File: src/rtl/div_ratio_ctrl_if.sv
// Control/status bundle for the clk_rx clock-divider controller.
// Handshake: a ratio request transfers on a clk_rx rising edge where
// req_valid && req_ready; req_div must be held stable while req_valid is high.
interface div_ratio_ctrl_if #(
    parameter int CNT_W = 8
) ();
    logic             en;
    logic             req_valid;
    logic [CNT_W-1:0] req_div;
    logic             req_ready;
    logic             err;
    logic             busy;
    logic             clk_tx;
    logic             tick;
    logic [3:0]       period_gray;
    logic [1:0]       state_dbg;

    modport master (
        output en, req_valid, req_div,
        input  req_ready, err, busy, clk_tx, tick, period_gray, state_dbg
    );

    modport slave (
        input  en, req_valid, req_div,
        output req_ready, err, busy, clk_tx, tick, period_gray, state_dbg
    );
endinterface

File: src/rtl/div_ratio_ctrl.sv
// Programmable clock-divider controller. Produces a registered divided clock
// clk_tx from clk_rx with a run-time ratio N >= 2. Ratio changes are applied
// only on a period boundary and enable changes always let the current period
// finish, so clk_tx never shows a runt level. A Gray-coded period count is
// exported for sampling in another clock domain.
module div_ratio_ctrl #(
    parameter int CNT_W       = 8,
    parameter int DEFAULT_DIV = 2
) (
    input  logic            clk_rx,
    input  logic            rst_n,
    div_ratio_ctrl_if.slave bus
);

    typedef enum logic [1:0] {
        ST_STOP = 2'd0,
        ST_RUN  = 2'd1,
        ST_PEND = 2'd2
    } state_t;

    localparam logic [CNT_W-1:0] DIV_RST = CNT_W'(DEFAULT_DIV);
    localparam logic [CNT_W-1:0] DIV_MIN = CNT_W'(2);
    localparam logic [CNT_W-1:0] ONE     = CNT_W'(1);

    state_t           state_q, state_d;
    logic [CNT_W-1:0] cur_div_q, cur_div_d;
    logic [CNT_W-1:0] nxt_div_q, nxt_div_d;
    logic [CNT_W-1:0] phase_q, phase_d;
    logic [3:0]       pc_q, pc_d;
    logic             ready_en_q;
    logic             clk_tx_q, clk_tx_d;
    logic             tick_q, tick_d;
    logic             err_q, err_d;
    logic [3:0]       gray_q, gray_d;

    logic             req_ready;
    logic             accept;
    logic             req_ok;
    logic             last_cyc;
    logic             run_d;

    // Ready is held low through reset and while a ratio is already pending.
    assign req_ready = ready_en_q && (state_q != ST_PEND);
    assign accept    = bus.req_valid && req_ready;
    assign req_ok    = (bus.req_div >= DIV_MIN);
    assign last_cyc  = (phase_q == (cur_div_q - ONE));

    // Next-state logic: phase counting, ratio loading and run/stop decisions.
    always_comb begin
        state_d   = state_q;
        cur_div_d = cur_div_q;
        nxt_div_d = nxt_div_q;
        phase_d   = phase_q;
        err_d     = accept && !req_ok;

        case (state_q)
            ST_STOP: begin
                phase_d = '0;
                // No period is in flight, so a legal ratio applies at once.
                if (accept && req_ok) begin
                    cur_div_d = bus.req_div;
                end
                if (bus.en) begin
                    state_d = ST_RUN;
                end
            end

            ST_RUN, ST_PEND: begin
                if (last_cyc) begin
                    phase_d = '0;
                    if (state_q == ST_PEND) begin
                        cur_div_d = nxt_div_q;
                    end
                    // A request landing on the last cycle is already on the
                    // boundary; only reachable from RUN since PEND blocks ready.
                    if (accept && req_ok) begin
                        cur_div_d = bus.req_div;
                    end
                    state_d = bus.en ? ST_RUN : ST_STOP;
                end else begin
                    phase_d = phase_q + ONE;
                    if (accept && req_ok) begin
                        nxt_div_d = bus.req_div;
                        state_d   = ST_PEND;
                    end
                end
            end

            default: begin
                state_d = ST_STOP;
                phase_d = '0;
            end
        endcase
    end

    // Output pre-computation from the next state so the registered outputs
    // line up with the phase they describe.
    always_comb begin
        run_d    = (state_d != ST_STOP);
        clk_tx_d = run_d && (phase_d < (cur_div_d >> 1));
        tick_d   = run_d && (phase_d == '0);
        pc_d     = pc_q + {3'b000, tick_d};
        gray_d   = pc_d ^ (pc_d >> 1);
    end

    // State and datapath registers with synchronous active-low reset.
    always_ff @(posedge clk_rx) begin
        if (!rst_n) begin
            state_q    <= ST_STOP;
            cur_div_q  <= DIV_RST;
            nxt_div_q  <= DIV_RST;
            phase_q    <= '0;
            pc_q       <= '0;
            ready_en_q <= 1'b0;
            clk_tx_q   <= 1'b0;
            tick_q     <= 1'b0;
            err_q      <= 1'b0;
            gray_q     <= '0;
        end else begin
            state_q    <= state_d;
            cur_div_q  <= cur_div_d;
            nxt_div_q  <= nxt_div_d;
            phase_q    <= phase_d;
            pc_q       <= pc_d;
            ready_en_q <= 1'b1;
            clk_tx_q   <= clk_tx_d;
            tick_q     <= tick_d;
            err_q      <= err_d;
            gray_q     <= gray_d;
        end
    end

    // Status outputs; busy tracks the current state with no register stage.
    always_comb begin
        bus.req_ready   = req_ready;
        bus.busy        = (state_q != ST_STOP);
        bus.err         = err_q;
        bus.clk_tx      = clk_tx_q;
        bus.tick        = tick_q;
        bus.period_gray = gray_q;
        bus.state_dbg   = state_q;
    end

endmodule

File: src/flat_wrapper.sv
// flat-port wrapper written by rule: the top's interface ports become plain ports
module div_ratio_ctrl_flat 
#(
    parameter int CNT_W       = 8,
    parameter int DEFAULT_DIV = 2
)
  (clk_rx, rst_n, bus_en, bus_req_valid, bus_req_div, bus_req_ready, bus_err, bus_busy, bus_clk_tx, bus_tick, bus_period_gray, bus_state_dbg);
  div_ratio_ctrl_if #(.CNT_W(CNT_W)) bus_i ();
  input  logic clk_rx;
  input  logic rst_n;
  input wire logic [$bits(bus_i.en)-1:0] bus_en;
  input wire logic [$bits(bus_i.req_valid)-1:0] bus_req_valid;
  input wire logic [$bits(bus_i.req_div)-1:0] bus_req_div;
  output wire logic [$bits(bus_i.req_ready)-1:0] bus_req_ready;
  output wire logic [$bits(bus_i.err)-1:0] bus_err;
  output wire logic [$bits(bus_i.busy)-1:0] bus_busy;
  output wire logic [$bits(bus_i.clk_tx)-1:0] bus_clk_tx;
  output wire logic [$bits(bus_i.tick)-1:0] bus_tick;
  output wire logic [$bits(bus_i.period_gray)-1:0] bus_period_gray;
  output wire logic [$bits(bus_i.state_dbg)-1:0] bus_state_dbg;
  assign bus_i.en = bus_en;
  assign bus_i.req_valid = bus_req_valid;
  assign bus_i.req_div = bus_req_div;
  assign bus_req_ready = bus_i.req_ready;
  assign bus_err = bus_i.err;
  assign bus_busy = bus_i.busy;
  assign bus_clk_tx = bus_i.clk_tx;
  assign bus_tick = bus_i.tick;
  assign bus_period_gray = bus_i.period_gray;
  assign bus_state_dbg = bus_i.state_dbg;
  div_ratio_ctrl #(.CNT_W(CNT_W), .DEFAULT_DIV(DEFAULT_DIV)) u_core (.clk_rx(clk_rx), .rst_n(rst_n), .bus(bus_i));
endmodule
File: config.mk
export PLATFORM = sky130hd
export DESIGN_NAME = div_ratio_ctrl_flat
export DESIGN_NICKNAME = d
export VERILOG_FILES = /design/src/rtl/div_ratio_ctrl_if.sv /design/src/rtl/div_ratio_ctrl.sv /design/src/flat_wrapper.sv
export SDC_FILE = /design/constraint.sdc
export NUM_CORES = 1
export LEC_CHECK = 0
export ABC_CLOCK_PERIOD_IN_PS = 2900
export CORE_MARGIN = 8
export CORE_UTILIZATION = 50
export CTS_CLUSTER_DIAMETER = 100
export DETAILED_ROUTE_END_ITERATION = 10
export PLACE_DENSITY = 0.74
export SLEW_MARGIN = 0
export SYNTH_ARGS = -nofsm -noshare
export SYNTH_HDL_FRONTEND = slang
export SYNTH_SLANG_ARGS = --single-unit
File: constraint.sdc
create_clock -name clk_rx -period 2.9 [get_ports clk_rx]
set_input_delay 0.58 -clock clk_rx [delete_from_list [all_inputs] [get_ports clk_rx]]
set_output_delay 0.58 -clock clk_rx [all_outputs]
set_load 0.005 [all_outputs]
== Word-level counts from Yosys, hierarchy flattened ==
Index checks and enable logic that the tools add are counted.

* Register bits: 38
* Input bits: 12
* Output and inout bits: 11
* Word-level logic and storage cells: 53

* $add $sub $neg: 3
* $lt $le $gt $ge: 2
* Eq/ne operators: 7
* Multiplexer cells: 13
* Bitwise gates (word level): 2
* Reduce and logical (&&, ||, !) cells: 15

{| class="wikitable"
|+ Operators by type and width
! kind !! number
|-
| 8-bit two-way mux || 6
|-
| 8-bit one-hot mux with 2 select lines || 1
|-
| 8-bit by 1-bit adder with 8-bit output, second input constant || 1
|-
| 8-bit == test || 1
|-
| 8-bit by 2-bit >= comparator with 1-bit output, second input constant || 1
|-
| 8-bit zero test || 1
|-
| 8-bit by 7-bit less-than comparator with 1-bit output || 1
|-
| 8-bit by 1-bit subtractor with 8-bit output, second input constant || 1
|-
| 1-bit logical AND || 6
|-
| 2-bit two-way mux || 3
|-
| 2-bit nonzero test || 3
|-
| 4-bit by 1-bit adder with 4-bit output || 1
|-
| 2-bit by 1-bit != test with 1-bit output, second input constant || 2
|-
| 2-bit one-hot mux with 2 select lines || 1
|-
| 4-bit AND reduction || 1
|-
| 4-bit by 3-bit bitwise XOR with 4-bit output || 1
|-
| 3-bit by 1-bit != test with 1-bit output, second input constant || 1
|-
| 3-bit AND reduction || 1
|-
| 2-bit by 1-bit == test with 1-bit output, second input constant || 1
|-
| 2-bit == test, second input constant || 1
|-
| 2-bit zero test || 1
|-
| 1-bit two-way mux || 2
|-
| 2-bit != test, second input constant || 1
|-
| 2-bit OR reduction || 1
|-
| other kinds (2) || 2
|}

== Logic depth before layout (Yosys ltp) ==
* Word-level depth: 11
* Depth in mapped cells: 17
* Depth with buffers taken out: 15

== Worst setup path before layout ==
No wires, ideal clock.

* Path type: register to register
* From: reg u_core.cur_div_q[0]
* To: reg u_core.clk_tx_q (netlist: u_core.bus.clk_tx)
* Setup time: 79 ps
* Data arrival time: 3062 ps
* Data required time: 2821 ps
* Setup slack: -241 ps
* Cell stages (with the launch flop): 18
* Path buffers: 2
* Period minus slack after synthesis: 3141 ps
* Path through: dfxtp_1 > buf_2 > inv_1 > ha_1 > xor2_1 > o211ai_1 > a211oi_1 > o311ai_1 > buf_6 > or2_1 > a211o_1 > and2_1 > ha_1 > a21oi_1 > nor2b_1 > o21ai_0 > o211ai_1 > a211oi_2

* Word-level cells in the longest chain between the ends: 6
* Elaborated cells between the ends (all ways): 11
* Classes of those cells: 1 x add/sub; 1 x order compare; 1 x eq/ne; 6 x mux; 2 x reduce/logical

{| class="wikitable"
|+ RTL lines
! item !! line !! source
|-
| from (decl) || div_ratio_ctrl.sv:26 || <nowiki>logic [CNT_W-1:0] cur_div_q, cur_div_d;</nowiki>
|-
| from (signal assigned) || div_ratio_ctrl.sv:121 || <nowiki>cur_div_q <= cur_div_d;</nowiki>
|-
| 8-bit by 1-bit subtractor with 8-bit output * || div_ratio_ctrl.sv:46 || <nowiki>assign last_cyc = (phase_q == (cur_div_q - ONE));</nowiki>
|-
| 8-bit == test * || div_ratio_ctrl.sv:46 ||
|-
| 8-bit two-way mux or 2-bit two-way mux (tied branches) || div_ratio_ctrl.sv:69 || <nowiki>if (last_cyc) begin</nowiki>
|-
| 8-bit one-hot mux with 2 select lines (tied with other cells) || div_ratio_ctrl.sv:56 || <nowiki>case (state_q)</nowiki>
|-
| 8-bit by 7-bit less-than comparator with 1-bit output or 2-bit nonzero test (tied branches) || div_ratio_ctrl.sv:100, div_ratio_ctrl.sv:99 ||
|-
| 1-bit logical AND * || div_ratio_ctrl.sv:100 || <nowiki>clk_tx_d = run_d && (phase_d < (cur_div_d >> 1));</nowiki>
|-
| to (signal assigned) || div_ratio_ctrl.sv:126 || <nowiki>clk_tx_q <= clk_tx_d;</nowiki>
|-
| to (decl) || div_ratio_ctrl.sv:31 || <nowiki>logic clk_tx_q, clk_tx_d;</nowiki>
|}

Mark *: on every way between the ends. The rest lies on a longest branch, timed or not. The select of a mux whose other input is x is not followed.
A chain may end at the register's enable or synchronous reset.

== Worst setup path after layout ==
* From: reg u_core.cur_div_q[1]
* To: reg u_core.clk_tx_q (netlist: u_core.bus.clk_tx)

* Word-level cells in the longest chain between the ends: 6
* Elaborated cells between the ends (all ways): 14
* Classes of those cells: 1 x add/sub; 1 x order compare; 1 x eq/ne; 9 x mux; 2 x reduce/logical

{| class="wikitable"
|+ RTL lines
! item !! line
|-
| 8-bit by 1-bit subtractor with 8-bit output or 8-bit two-way mux (tied branches) || div_ratio_ctrl.sv:46, div_ratio_ctrl.sv:71
|-
| 8-bit == test or 8-bit two-way mux (tied branches) || div_ratio_ctrl.sv:46, div_ratio_ctrl.sv:76
|-
| 8-bit two-way mux or 2-bit two-way mux (tied branches) || div_ratio_ctrl.sv:69
|-
| 8-bit one-hot mux with 2 select lines (tied with other cells) || div_ratio_ctrl.sv:56
|-
| 8-bit by 7-bit less-than comparator with 1-bit output or 2-bit nonzero test (tied branches) || div_ratio_ctrl.sv:100, div_ratio_ctrl.sv:99
|-
| 1-bit logical AND * || div_ratio_ctrl.sv:100
|}

Marked as above.

==> impl_metrics.tcl <==
set metrics [dict create \
    routabilityCongestion 0.906 \
    clockRootBuffer "clkbuf_8" \
    cts_buffers 5 \
    die_h_um 86.2 \
    max_freq_mhz 304 \
    clock_path_buffers 2 \
    die-area_mm2 0.00743 \
    dpl-instance-area_mm2 0.00318 \
    rows 25 \
    grt_max_degree 19 \
    maxCapViolations 0 \
    initial_utilization_pct 52.2 \
    crit_start "u_core.cur_div_q[1]$_SDFF_PN1_" \
    regToRegSetupSlack_ns -0.39 \
    gr-total-overflow 0 \
    cp_data_required_time_ns 3.13 \
    cts.sink_count 37 \
    fin_nets 399 \
    holdPathStages 2 \
    cp_max_fo 3 \
    ant_nets 0 \
    post-place-ws_ns -0.752 \
    die_w_um 86.2 \
    grt_use_total_pct 19.0 \
    synth_warnings 0 \
    design_area_mm2 0.00362 \
    path_cells "inv_2 > ha_4 > xor2_1 > o211ai_1 > a211oi_4 > o311ai_4 > buf_4 > or2_4 > a211o_1 > and2_4 > ha_4 > a21oi_2 > nor2b_1 > o21ai_1 > o211ai_1 > a211oi_2" \
    clk_pin_slew_ns 0.08 \
    slew_violations 0 \
    place_hpwl_mm 4.97 \
    worstMarginPinSlew_ns 0.526 \
    avgSynthCellArea_um2 8.71 \
    synthCells 283 \
    yosysSeqAreaShare_pct 30.1 \
    yosysTopAreaCell "dfxtp_1" \
    grt_pass1_wl_mm 11.2 \
    period_share_pct 114 \
    first_pass_iters 5 \
    cp-end-kind "flip-flop" \
    slowest_delay_ns 0.34 \
    syn_to_final_growth_pct 46.8 \
    drive_gt1_share_pct 37.1 \
    min_to "u_core.nxt_div_q[0]$_SDFFE_PN0P_" \
    cpMaxStageDelayCell "dfxtp_2" \
    status "finished, violations left" \
    fin_ws_ns -0.394 \
    num_vias 2495 \
    synthTopCellsByCount "dfxtp_1 (37), nor2_1 (21), nand2_1 (16)" \
    start_kind "flip-flop" \
    ys_seq_elements 37 \
    r2r_start "u_core.cur_div_q[1]$_SDFF_PN1_" \
    synth_most_common_cell "dfxtp_1" \
    totalWireLength_mm 7.69 \
    cts-hold-fix-buffers 0 \
    worstSkewPairLatency_ns 0.30 \
    cts_tree "yes" \
    path_class "flip-flop to flip-flop" \
    netlist_area_mm2 0.00246 \
    reg2reg_depth 16 \
    rsz0062_at_grt "true" \
    final_util_pct 76.6 \
    min_path_type "flip-flop to flip-flop" \
    fin_total_pwr_mw 1.69 \
    drc_errors 0 \
    synth-async-reset-ratio_pct 0 \
    clock_skew_ns 0.00863 \
    power_density_mw_per_mm2 468 \
    antenna_found_initial 0 \
    synth_edf_count 0 \
    io_buffers 22 \
    synth_fp_nets 308 \
    max_slew_margin_pct 65.0 \
    drtIter0Drc 125 \
    synth_ff_type "dfxtp_1" \
    h-tree-depth 2 \
    reg2reg_to "u_core.bus.clk_tx$_SDFF_PN0_" \
    grt_pass1_vias 2357 \
    fp.coreArea_mm2 0.00472 \
    synthTopCellsByArea "dfxtp_1 (30%), ha_1 (6.6%), xor2_1 (5.3%), mux2i_1 (5.3%), and2_1 (3.8%)" \
    viasPerCell 5.64 \
    violations "negative setup slack" \
    holdWs_ns 0.489 \
    io_pins 23 \
    synth_top_area_share_pct 30.1 \
    final_hold_viol_count 0 \
    ir_worst_vdd_mv 0.352 \
    setup_viol 7 \
    avgRoutedWirePerCell_um 17.4 \
    worstPathArrival_ns 3.52 \
    yosys.cell_types.count 65 \
    min_from "u_core.nxt_div_q[0]$_SDFFE_PN0P_" \
    diodes 0 \
    finalCriticalPeriod_ns 3.29 \
    nFillCells 294 \
    p_leak_nw 1.59 \
]
-- cell usage in the layout (no fill, tap or decap), drive strengths merged, types with 2 or more instances in the layout --
cell           synthesis  final
a21oi                 10     10
xnor2                  7      7
nor3                   5      5
and3                   7      7
clkdlybuf4s50          0     18
dfxtp                 37     37
mux2                   3      3
a31o                   2      2
buf                    8     81
a2bb2oi                3      3
inv                    9     10
xor2                  15     15
a211oi                 3      3
a32oi                  3      3
o211ai                 2      2
or4                    2      2
or3                    3      3
ha                    13     13
and3b                  2      2
o21ai                  8      8
nor3b                  4      4
a211o                  3      3
dlygate4sd2            0      3
nand2                 17     17
o311ai                 2      2
nor2b                  8      8
a21boi                 5      5
mux2i                 13     13
nand3                 11     11
nand2b                 4      4
o22ai                  3      3
nand4                  3      3
a31oi                  3      3
clkbuf                11      5
nor2                  22     22
and2                  15     15
nor4                   3      3
-- power breakdown --
part / total [mW] / leakage (nW) / internal [mW] / switching [mW]
Sequential: 0.577 / 0.302 / 0.550 / 0.0261
Clock: 0.466 / 0.0585 / 0.258 / 0.208
Combinational: 0.651 / 1.23 / 0.342 / 0.309
-- sequential cells by signal (all words and copies together), names as in the netlist --
register	cells
u_core.nxt_div_q	8
u_core.bus.err	1
u_core.ready_en_q	1
u_core.bus.tick	1
u_core.pc_q	3
u_core.phase_q	8
u_core.cur_div_q	8
u_core.bus.period_gray	4
u_core.bus.state_dbg	2
u_core.bus.clk_tx	1
-- per-stage QoR --
stage / setup TNS [ns] / std cells
6_report: -1.74 / 442
5_1_grt: -2.27 / 442
4_1_cts: -1.08 / 435
3_5_place_dp: -5.01 / 422
3_3_place_gp: -4.65 / 422
2_1_floorplan: -0.522 / 283
-- what timing repair did --
| action | in CTS | in global routing |
|---|---|---|
| gates resized for setup | 30 | 22 |
| buffers inserted | 5 | 7 |
| pin swaps | 18 | 10 |
| hold endpoints to repair | 0 | 0 |
| endpoints found under the setup margin | 9 | 8 |
-- layout make-up --
type                    instances  area, µm²  share of cell area [%]
clock buffers                   5       68.8                    1.90
multi-input cells             218       1800                    49.7
clock inverters                 3       43.8                    1.21
repair buffers                103        843                    23.3
inverters                       9       33.8                   0.934
well taps                      67       83.8                    2.32
flip-flops and latches         37        744                    20.6
-- logic make-up after synthesis --
family	share of synthesized area, %
buf+inv	6.30
mux	6.65
compound gates	15.7
flops	30.1
xor+xnor	7.82
simple gates	26.8
fa+ha+maj	6.60
-- critical path: cells and delay by family (launching register included) --
kind | cells | cell delay, ns
compound gates | 8 | 1.59
simple gates | 3 | 0.47
fa+ha+maj | 2 | 0.46
flops | 1 | 0.34
buf+inv | 2 | 0.23
xor+xnor | 1 | 0.16
-- worst max path at each step --
stage                                            to  cells past startpoint
6_report               u_core.bus.clk_tx$_SDFF_PN0_                     16
5_1_grt                u_core.bus.clk_tx$_SDFF_PN0_                     16
4_1_cts        u_core.bus.period_gray[2]$_SDFF_PN0_                     15
3_5_place_dp           u_core.bus.clk_tx$_SDFF_PN0_                     13
3_3_place_gp           u_core.bus.clk_tx$_SDFF_PN0_                     13
2_1_floorplan          u_core.bus.clk_tx$_SDFF_PN0_                     13
-- layer usage --
layer  part of all wire [%]  up-vias  track usage, %
li1                       -     1189               -
met1                     43     1180            22.9
met2                     49      102            32.1
met3                    5.4       24            3.12
met4                    2.6        0            9.23
met5                      0        -               0
No activity file was read; power rests on OpenSTA's default activity.
